`src/rtl/dsi_lane_pkg.sv`:
```
// dsi_lane_pkg: FSM states, SOT byte, LP line codes and counter width shared by the lane controller
package dsi_lane_pkg;
  typedef enum logic [2:0] {S_IDLE, S_LP01, S_LP00, S_ZERO, S_SOT, S_HS, S_EOT, S_EXIT} lane_state_t;
  localparam int CNT_W = 8;
  localparam logic [7:0] SOT_BYTE = 8'hB8;
  localparam logic [1:0] LP11 = 2'b11;
  localparam logic [1:0] LP01 = 2'b01;
  localparam logic [1:0] LP00 = 2'b00;
endpackage

```
`src/rtl/lane_trail_gen.sv`:
```
// lane_trail_gen: one lane's last-bit tracker and SOT/data/trail/zero mux (in: byte_clk, byte_rst, state, ev, word, data; out: ser_data, ser_enable)
module lane_trail_gen
  import dsi_lane_pkg::*;
(
  input  logic        byte_clk,
  input  logic        byte_rst,
  input  lane_state_t state,
  input  logic        ev,
  input  logic        word,
  input  logic [7:0]  data,
  output logic [7:0]  ser_data,
  output logic        ser_enable
);
  logic last_bit, hs, trail;
  always_ff @(posedge byte_clk)
    if (byte_rst) last_bit <= 1'b0;
    else if (hs && ev) last_bit <= data[7];
  always_comb begin
    hs = state == S_HS;
    trail = state == S_EOT || (hs && word && !ev);
    ser_data = state == S_SOT ? SOT_BYTE : (hs && ev) ? data : trail ? {8{~last_bit}} : 8'h00;
    ser_enable = state == S_SOT || state == S_EOT || (hs && word);
  end
endmodule

```
`src/rtl/multi_lane_ctrl.sv`:
```
// multi_lane_ctrl: shared LP/HS FSM for 1..4 D-PHY data lanes (in: byte_clk, byte_rst, data, valid, hs_req; out: ack, hs_rdy, lane_idle, lp_p, lp_n, ser_data, ser_enable, ser_hi_z)
module multi_lane_ctrl
  import dsi_lane_pkg::*;
#(
  parameter int LANES   = 2,
  parameter int T_LPX   = 1,
  parameter int T_PREP  = 1,
  parameter int T_ZERO  = 8,
  parameter int T_TRAIL = 8,
  parameter int T_EXIT  = 4
) (
  input  logic               byte_clk,
  input  logic               byte_rst,
  input  logic [8*LANES-1:0] data,
  input  logic [LANES-1:0]   valid,
  output logic               ack,
  input  logic               hs_req,
  output logic               hs_rdy,
  output logic               lane_idle,
  output logic [LANES-1:0]   lp_p,
  output logic [LANES-1:0]   lp_n,
  output logic [8*LANES-1:0] ser_data,
  output logic [LANES-1:0]   ser_enable,
  output logic               ser_hi_z
);
  lane_state_t state;
  logic [CNT_W-1:0] cnt;
  logic [LANES-1:0] ev;
  logic [1:0] lp;
  logic run, done, partial;
  always_comb begin
    run = 1'b1;
    for (int k = 0; k < LANES; k++) begin
      run = run & valid[k];
      ev[k] = run;
    end
    done = cnt == '0;
    partial = ev[0] && !(&ev);
    ack = state == S_HS && ev[0];
    hs_rdy = state == S_HS;
    lane_idle = state == S_IDLE;
    ser_hi_z = state inside {S_IDLE, S_LP01, S_LP00, S_EXIT};
    lp = (state == S_IDLE || state == S_EXIT) ? LP11 : state == S_LP01 ? LP01 : LP00;
    lp_p = {LANES{lp[1]}};
    lp_n = {LANES{lp[0]}};
  end
  always_ff @(posedge byte_clk)
    if (byte_rst) begin
      state <= S_IDLE;
      cnt <= '0;
    end else
      case (state)
        S_IDLE: if (hs_req) begin state <= S_LP01; cnt <= CNT_W'(T_LPX - 1); end
        S_LP01: if (done) begin state <= S_LP00; cnt <= CNT_W'(T_PREP - 1); end else cnt <= cnt - 1'b1;
        S_LP00: if (done) begin state <= S_ZERO; cnt <= CNT_W'(T_ZERO - 1); end else cnt <= cnt - 1'b1;
        S_ZERO: if (done) state <= S_SOT; else cnt <= cnt - 1'b1;
        S_SOT:  state <= S_HS;
        S_HS:   if (!hs_req || partial) begin state <= S_EOT; cnt <= CNT_W'(T_TRAIL - 1); end
        S_EOT:  if (done) begin state <= S_EXIT; cnt <= CNT_W'(T_EXIT - 1); end else cnt <= cnt - 1'b1;
        S_EXIT: if (done) state <= S_IDLE; else cnt <= cnt - 1'b1;
      endcase
  for (genvar i = 0; i < LANES; i++) begin : g_lane
    lane_trail_gen u_lane (
      .byte_clk   (byte_clk),
      .byte_rst   (byte_rst),
      .state      (state),
      .ev         (ev[i]),
      .word       (ev[0]),
      .data       (data[8*i+:8]),
      .ser_data   (ser_data[8*i+:8]),
      .ser_enable (ser_enable[i])
    );
  end
endmodule
```
`config.mk`:
```
export PLATFORM = sky130hd
export DESIGN_NAME = multi_lane_ctrl
export DESIGN_NICKNAME = d
export VERILOG_FILES = /design/src/rtl/dsi_lane_pkg.sv /design/src/rtl/lane_trail_gen.sv /design/src/rtl/multi_lane_ctrl.sv
export SDC_FILE = /design/constraint.sdc
export NUM_CORES = 1
export LEC_CHECK = 0
export ABC_AREA = 1
export BUFFER_PORTS_ARGS = -buffer_cell sky130_fd_sc_hd__buf_2
export CORE_UTILIZATION = 44
export CTS_CLUSTER_DIAMETER = 60
export DETAILED_ROUTE_END_ITERATION = 10
export PLACE_DENSITY = 0.72
export REMOVE_ABC_BUFFERS = 1
export SETUP_SLACK_MARGIN = 0.5
export SYNTH_ARGS = -nofsm -noshare
export SYNTH_HDL_FRONTEND = slang
export SYNTH_HIERARCHICAL = 1
export SYNTH_SLANG_ARGS = --single-unit
export TNS_END_PERCENT = 50
```
`constraint.sdc`:
```
create_clock -name byte_clk -period 1.8 [get_ports byte_clk]
set_input_delay 0.36 -clock byte_clk [delete_from_list [all_inputs] [get_ports byte_clk]]
set_output_delay 0.36 -clock byte_clk [all_outputs]
set_load 0.02 [all_outputs]
```
Word level (Yosys, flattened, before mapping)
Cells that the tools add are included.

storage, ports and cells
  bits in registers = 13
  output and inout port bits = 26
  bits of input ports = 21

operators by class
  equal/unequal tests = 15
  mux-type cells = 23
  reductions and logical operators = 23
  add/subtract/negate cells = 1
  bitwise logic cells = 3

operators with widths
  cell                                                                      count
  8-bit two-way mux                                                         12
  8-bit one-hot mux with 6 select lines                                     1
  3-bit one-hot mux with 8 select lines                                     1
  3-bit two-way mux                                                         7
  2-bit inequality test (second input constant)                             7
  3-bit == test (second input constant)                                     4
  8-bit zero test                                                           1
  8-bit by 1-bit subtractor with 8-bit output (second input constant)       1
  7-bit AND reduction                                                       1
  3-bit by 2-bit == test with 1-bit output (second input constant)          2
  1-bit logical OR                                                          6
  6-bit nonzero test                                                        1
  1-bit logical AND                                                         5
  1-bit zero test                                                           4
  4-bit AND reduction                                                       1
  4-bit nonzero test                                                        1
  3-bit by 1-bit == test with 1-bit output (second input constant)          1
  3-bit zero test                                                           1
  2-bit two-way mux                                                         1
  2-bit by 1-bit inequality test with 1-bit output (second input constant)  1
  1-bit NOT                                                                 2
  2-bit AND reduction                                                       1
  2-bit OR reduction                                                        1
  1-bit AND                                                                 1
  1-bit two-way mux                                                         1

Longest topological paths before layout
Gate-level depths: netlist of the first run.

  depth after elaboration = 7
  depth in mapped cells = 11
  gate-level depth less buffers = 11

Hierarchy
Netlist of the first run, hierarchy kept.

modules (own cells, without submodules)
  module           cells an instance  area each (sq um)  instances  seq. area each (sq um)
  multi_lane_ctrl  150                879.6              1          220.2
  lane_trail_gen   34                 203.9              2          20.0

Least setup slack after synthesis of the first run
OpenSTA, ideal clock, no wires.

  kind = register -> output
  start = register state[1]
  end = output lp_n[1]
  setup slack = -319 ps
  arrival time = 1759 ps
  cell stages (with the launch flop) = 6
  required time = 1440 ps
  buffers on the path = 1
  path through = dfxtp_1 > nand2_1 > o21ai_0 > nor2_1 > inv_1 > buf_4

between the ends
  word-level cells in the longest chain between the ends = 3
  elaborated cells on any way between the ends = 6

RTL lines
  element                                                                 line                   source
  start: declaration                                                      multi_lane_ctrl.sv:26  lane_state_t state;
  start signal: assignment                                                multi_lane_ctrl.sv:49  state <= S_IDLE;
  start signal: assignment                                                multi_lane_ctrl.sv:53  S_IDLE: if (hs_req) begin state <= S_LP01; cnt <= CNT_W'(T_LPX - 1); end
  start signal: assignment                                                multi_lane_ctrl.sv:54  S_LP01: if (done) begin state <= S_LP00; cnt <= CNT_W'(T_PREP - 1); end else cnt <= cnt - 1'b1;
  3-bit by 1-bit == test with 1-bit output, or another cell as far along  multi_lane_ctrl.sv:43  lp = (state == S_IDLE || state == S_EXIT) ? LP11 : state == S_LP01 ? LP01 : LP00;
  1-bit two-way mux or 1-bit logical OR (tied branches)                   multi_lane_ctrl.sv:43
  2-bit two-way mux (*)                                                   multi_lane_ctrl.sv:43
  end: declaration                                                        multi_lane_ctrl.sv:21  output logic [LANES-1:0] lp_n,

Every way passes the cells marked *; elsewhere a longest branch is shown, timed or not.

Worst setup path after layout of the first run
  start = register state[1]
  end = output ser_data[13]

between the ends
  word-level cells in the longest chain between the ends = 7
  elaborated cells on any way between the ends = 10

RTL lines
  element                          line                   source
  3-bit == test                    lane_trail_gen.sv:19   hs = state == S_HS;
  1-bit logical AND (2 in series)  lane_trail_gen.sv:20   trail = state == S_EOT || (hs && word && !ev);
  1-bit logical OR                 lane_trail_gen.sv:20
  8-bit two-way mux (2 in series)  lane_trail_gen.sv:21   ser_data = state == S_SOT ? SOT_BYTE : (hs && ev) ? data : trail ? {8{~last_bit}} : 8'h00;
  8-bit two-way mux (*)            lane_trail_gen.sv:21
  end: declaration                 multi_lane_ctrl.sv:22  output logic [8*LANES-1:0] ser_data,

Marks and branches as above.

==> results_dict.tcl, run 1 <==
set metrics [dict create \
    synth.area.top_cells "nand2_1 (21%), dfxtp_1 (20%), inv_1 (8.2%)" \
    antenna_left 0 \
    synthToLayoutAreaGrowth_pct 54.3 \
    final-seq-area_um2 277 \
    diodes 0 \
    p_int_mw 1.43 \
    overflow 0 \
    path_class "flop to primary output" \
    cp_common_cell "buf_6" \
    via_per_inst 5.02 \
    yosysUniqueCellTypes 26 \
    die_x_um 56.1 \
    drc 0 \
    synthMuxAreaShare_pct 0 \
    hold_path_depth 3 \
    synth_ff_type "dfxtp_1" \
    startpoint "state[1]" \
    wire_per_inst_um 12.1 \
    synth_top_family_by_area "simple AND/OR/NAND/NOR gates" \
    seqPwrFrac_pct 16.1 \
    holdBufCountCts 0 \
    outcome "finished, final reports clean" \
    yosys.area.top_type "nand2_1" \
    cp_slowest_cell "dfxtp_4" \
    synthAdderAreaFrac_pct 0.972 \
    rows 19 \
    worst_slew_pin_slew_ns 0.341 \
    place_area_um2 1560 \
    initial_core_util_pct 46.7 \
    synthSimpleGateAreaFrac_pct 55.6 \
    io_pins 47 \
    grt_max_degree 11 \
    synth_area_um2 1290 \
    synth_compound_area_share_pct 8.65 \
    gp_congestion 0.827 \
    ys_seq_elements 13 \
    fin_tns_setup_ns 0 \
    path_clk_slew_ns 0.08 \
    ys_top_cells_by_count "nand2_1 (73), inv_1 (28), nor2_1 (22)" \
    coreArea_um2 2760 \
    antenna_found_initial 0 \
    drt_pass1_iterations 4 \
    rrSetupSlack_ns 0.22 \
    p_comb_share_pct 77.5 \
    drive_above_1_share_pct 47.9 \
    cp_max_fo 8 \
    root_buffer "clkbuf_4" \
    swShare_pct 52.1 \
    maxCapViolations 0 \
    grt_pass1_vias 1266 \
    nets 303 \
    rr_endpoint "cnt[7]" \
    drt_iter0_drc 66 \
    die_area_um2 3150 \
    synth_warnings 6 \
    syn_area_per_cell_um2 5.91 \
    fillers 215 \
    worstSkewPairLatency_ns 0.28 \
    finalHoldViolCount 0 \
    syn_inst 218 \
    p_leak_nw 1.10 \
    finalPower_mw 2.97 \
    r2r.worst_path.cells 9 \
    maxSlewHeadroom_pct 77.0 \
    cts.sinks 13 \
    dp_hpwl_mm 2.30 \
    io_buffers 46 \
    power_density_nw_per_um2 1500 \
    max_stage_delay_ns 0.37 \
    vdd_drop_max_mv 1.52 \
    synth_xor_area_share_pct 0.680 \
    cp-end-kind "primary output" \
    post-synth-top-count-cell "nand2_1" \
    multi_input_area_um2 1000 \
    wirelength_mm 3.78 \
    required_ns 1.44 \
    gr-usage-all-layers_pct 21.1 \
    cts_tree "yes" \
    min_period_ns 1.79 \
    setup_violations 0 \
    reg2reg_from "state[2]" \
    synth_edf_count 0 \
    slew_violations 0 \
    hold_end "g_lane[1].u_lane/last_bit" \
    dieHeight_um 56.1 \
    crit_arrival_ns 1.43 \
    vias 1560 \
    worstSetupStartpointType "flop" \
    cts-buffers-inserted 3 \
    synth-seq-area-share_pct 20.2 \
    p_clk_share_pct 6.4 \
    clockBufferDepth 2 \
    min_path_type "input pin to flop" \
    p_sw_mw 1.55 \
    min_from "data[15]" \
    fin_area_um2 1990 \
    synth_top_cell_area_share_pct 21.3 \
    path_cells "buf_6 -> nor2_4 -> nand2_4 -> clkinv_4 -> nand2_1 -> nand3_1 -> buf_6" \
    rsz0062_at_grt "true" \
    skew_ns 0.000897 \
    synth_async_sr_flop_share_pct 0 \
    grt_first_pass_wirelength_mm 5.39 \
    htreeDepth 1 \
    fmax_ghz 0.558 \
    finalCritPeriodShare_pct 99.6 \
]
[power by group through the flow]
stage	clock (mW)	sequential [mW]	combinational (mW)
6_report	0.191	0.480	2.30
5_1_grt	0.208	0.493	2.51
4_1_cts	0.194	0.483	1.76
3_5_place_dp	0	0.474	1.64
3_3_place_gp	0	0.472	1.64
2_1_floorplan	0	0.484	1.17
[metrics by stage]
step	instances	hold WS [ns]	setup WS [ns]	util (%)
floorplan	213	0.422	-0.647	-
global placement	296	0.462	0.117	56.4
detailed placement	296	0.469	0.113	56.4
CTS	302	0.327	0.0484	60.4
global route	311	0.337	-0.0558	72.1
finish	311	0.328	0.00708	72.1
[worst max-delay path by stage]
stage / endpoint / slack, ns
CTS: ser_data[3] / 0.05
global route: ser_data[13] / -0.06
finish: ser_data[13] / 0.007
global placement: lp_n[1] / 0.12
floorplan: lp_n[0] / -0.65
detailed placement: lp_n[0] / 0.11
[cells by family (layout without fill, tap and decap cells)]
logic type,count (synthesis),in the layout
compound gates,20,20
xor+xnor,1,1
fa+ha+maj,1,1
buf+inv,38,99
flops,13,13
simple gates,145,146
[routing by layer]
metal | GRT usage, % | share of wire (%) | vias up
met2 | 34.2 | 49 | 37
met4 | 7.32 | 2.5 | 0
met3 | 2.09 | 3.5 | 10
li1 | - | - | 803
met5 | 0 | 0 | -
met1 | 29.2 | 45 | 710
[placed cells by master (no fill, tap or decap), types with 3 or more instances in the layout]
cell and n:
a21oi_2 3, nand3_2 8, o21ai_0 5, inv_1 25, clkbuf_4 3, buf_4 9
nor2_2 6, nand2_4 8, dfxtp_1 8, buf_2 26, nand2_1 60, nand3_1 13
nor2_1 18, buf_6 27, nand2_2 16, dfxtp_4 4, inv_4 4, nor2_4 7
a21oi_1 8
[sequential cells by signal, summed over array words and instances (netlist names)]
signal and cells:
cnt 8, g_lane.u_lane/last_bit 2, state 3
[critical path, delay by kind of cell, from the launching register on]
kind | cells | cell delay [ns]
simple gates | 4 | 0.43
flops | 1 | 0.37
buf+inv | 3 | 0.35
[area by class of cell]
class,count,share of cell area (%)
flip-flops and latches,13,13.9
well taps,31,1.95
clock buffers,4,1.32
multi-input cells,168,50.3
repair buffers,62,25.3
inverters,33,7.24
[repair_timing]
item / CTS / global route
pin swaps: 2 / 18
resized for setup: 25 / 80
cloned: 0 / 1
endpoints found under the setup margin: 37 / 37
setup buffers: 2 / 8
endpoints found under the hold margin: 0 / 0
No activity file was read; power rests on OpenSTA's default activity.
==> run 2, diff against run 1 <==
- CORE_MARGIN: default -> 2
==> run 2 against run 1 <==
Against the previous run: clock-buffer cell count did not move; clock power barely moved; the run now ends with negative setup slack left; critical path depth did not move; hold slack improved by 0.0058 ns; utilization rose by 7.5 points; highest routed layer unchanged; routed wire length rose by 33%; cell area rose by 10%; non-clock buffer count rose by 7; via count rose by 9.2%; total power rose by 19%.
==> results_dict.tcl, run 2 (synthesized netlist as in run 1, its figures left out) <==
set metrics [dict create \
    root_buffer "clkbuf_4" \
    io_pins 47 \
    r2r.worst_path.cells 10 \
    io_buffers 46 \
    diodes 0 \
    maxCapViolations 0 \
    grt_pass1_vias 1479 \
    whs_ns 0.333 \
    hold_path_depth 3 \
    overflow 0 \
    min_from "data[7]" \
    grt_first_pass_wirelength_mm 6.28 \
    wirelength_mm 5.01 \
    critical_path.top_delay_family "simple AND/OR/NAND/NOR gates" \
    p_leak_nw 1.20 \
    cts.sinks 13 \
    worst_slew_pin_slew_ns 0.406 \
    slew_violations 0 \
    rr_endpoint "cnt[4]" \
    path_clk_slew_ns 0.08 \
    worstSkewPairLatency_ns 0.29 \
    die_area_um2 3380 \
    fin_area_um2 2190 \
    cts-buffers-inserted 3 \
    antenna_left 0 \
    final_common_cell "nand2_1" \
    drive_above_1_share_pct 55.7 \
    rsz0062_at_grt "true" \
    dp_hpwl_mm 2.35 \
    path_buf_inv 2 \
    initial_core_util_pct 46.7 \
    drc 0 \
    coreArea_um2 2760 \
    via_per_inst 5.36 \
    dp.cells 294 \
    max_stage_delay_ns 0.37 \
    synthToLayoutAreaGrowth_pct 70.4 \
    skew_ns 0.00170 \
    startpoint "state[1]" \
    reg2reg_from "state[0]" \
    multi_input_area_um2 1100 \
    holdBufCountCts 0 \
    required_ns 1.44 \
    largest_reg_flops 8 \
    final_cell_mix "nand2_1 (58), buf_6 (31), inv_1 (22)" \
    dieHeight_um 58.1 \
    fmax_ghz 0.551 \
    grt_max_degree 12 \
    fillers 163 \
    vias 1703 \
    cp_common_cell "buf_6" \
    gr-usage-all-layers_pct 23.8 \
    regMostFlops "cnt" \
    rrSetupSlack_ns 0.13 \
    power_density_nw_per_um2 1620 \
    crit_arrival_ns 1.45 \
    drt_pass1_iterations 4 \
    min_period_ns 1.81 \
    maxSlewHeadroom_pct 72.6 \
    violations "negative setup slack" \
    wire_per_inst_um 15.8 \
    place_area_um2 1540 \
    layout_setup_ws_ns -0.0145 \
    min_path_type "input pin to flop" \
    path_cells "buf_6 -> nor2_4 -> nand3_2 -> nand2_2 -> nand2_4 -> nand2_1 -> buf_6" \
    setup_violations 4 \
    finalCritPeriodShare_pct 101 \
    die_x_um 58.1 \
    drt_iter0_drc 145 \
    stdcell_count 318 \
    top_regs "cnt x8, state x3, g_lane.u_lane/last_bit x2" \
    hold_end "g_lane[0].u_lane/last_bit" \
    path_class "flop to primary output" \
    gp_congestion 0.816 \
    rows 19 \
    cp-end-kind "primary output" \
    clockBufferDepth 2 \
    cp_slowest_cell "dfxtp_4" \
    cts_tree "yes" \
    worstSetupStartpointType "flop" \
    final-seq-area_um2 275 \
    finalHoldViolCount 0 \
    antenna_found_initial 0 \
    outcome "finished, violations left" \
    cp_max_fo 8 \
    nets 310 \
    vdd_drop_max_mv 1.83 \
    htreeDepth 1 \
]
## run 2: cell types whose count changed in the layout (fill, tap and decap cells not counted), sizes merged
cell and delta:
buf +7
## run 2: timing repair
item | 4_1_cts | 5_1_grt
pin swaps | 8 | 34
cloned | 0 | 1
resized for setup | 64 | 76
setup buffers | 11 | 8
setup endpoints to repair | 37 | 37
## run 2: where the power goes
| part | total [mW] | switching, mW | internal [mW] |
|---|---|---|---|
| clock network | 0.194 | 0.108 | 0.0863 |
| logic | 2.85 | 1.63 | 1.22 |
| registers | 0.498 | 0.112 | 0.387 |
| total | 3.54 | 1.85 | 1.70 |
## run 2: how the worst max path moves through the flow
stage / to / cells past startpoint
after global placement: lp_n[1] / 5
after global routing: ser_data[8] / 7
final: ser_data[8] / 7
after detailed placement: lp_n[0] / 5
after CTS: ser_data[9] / 7
after floorplan: lp_n[0] / 4
## run 2: tightest hold or removal path: stages
cell and delay, ns:
buf_2 0.11, nand2_4 0.07, a21oi_2 0.04
## run 2: metal layers
layer,part of all wire (%),up-vias,global-route usage [%]
met5,0,-,0
met4,3.7,0,8.97
met3,5.2,26,3.13
met2,52,72,41.7
met1,39,787,29.6
li1,-,818,-
## run 2: layout make-up
cell class / count / area share [%]
Sequential cell: 13 / 12.5
Multi-Input combinational cell: 168 / 50.0
Tap cell: 31 / 1.77
Inverter: 33 / 6.79
Clock buffer: 4 / 1.20
Timing Repair Buffer: 69 / 27.7
## run 2: metrics by stage
stage | utilization, % | setup TNS [ns] | total power, mW | setup slack (ns)
6_report | 79.5 | -0.0397 | 3.54 | -0.0145
3_3_place_gp | 55.9 | 0 | 2.07 | 0.104
5_1_grt | 79.5 | -0.726 | 3.75 | -0.0849
3_5_place_dp | 55.9 | 0 | 2.07 | 0.141
4_1_cts | 67.9 | 0 | 2.69 | 0.0570
2_1_floorplan | - | -2.28 | 1.66 | -0.647
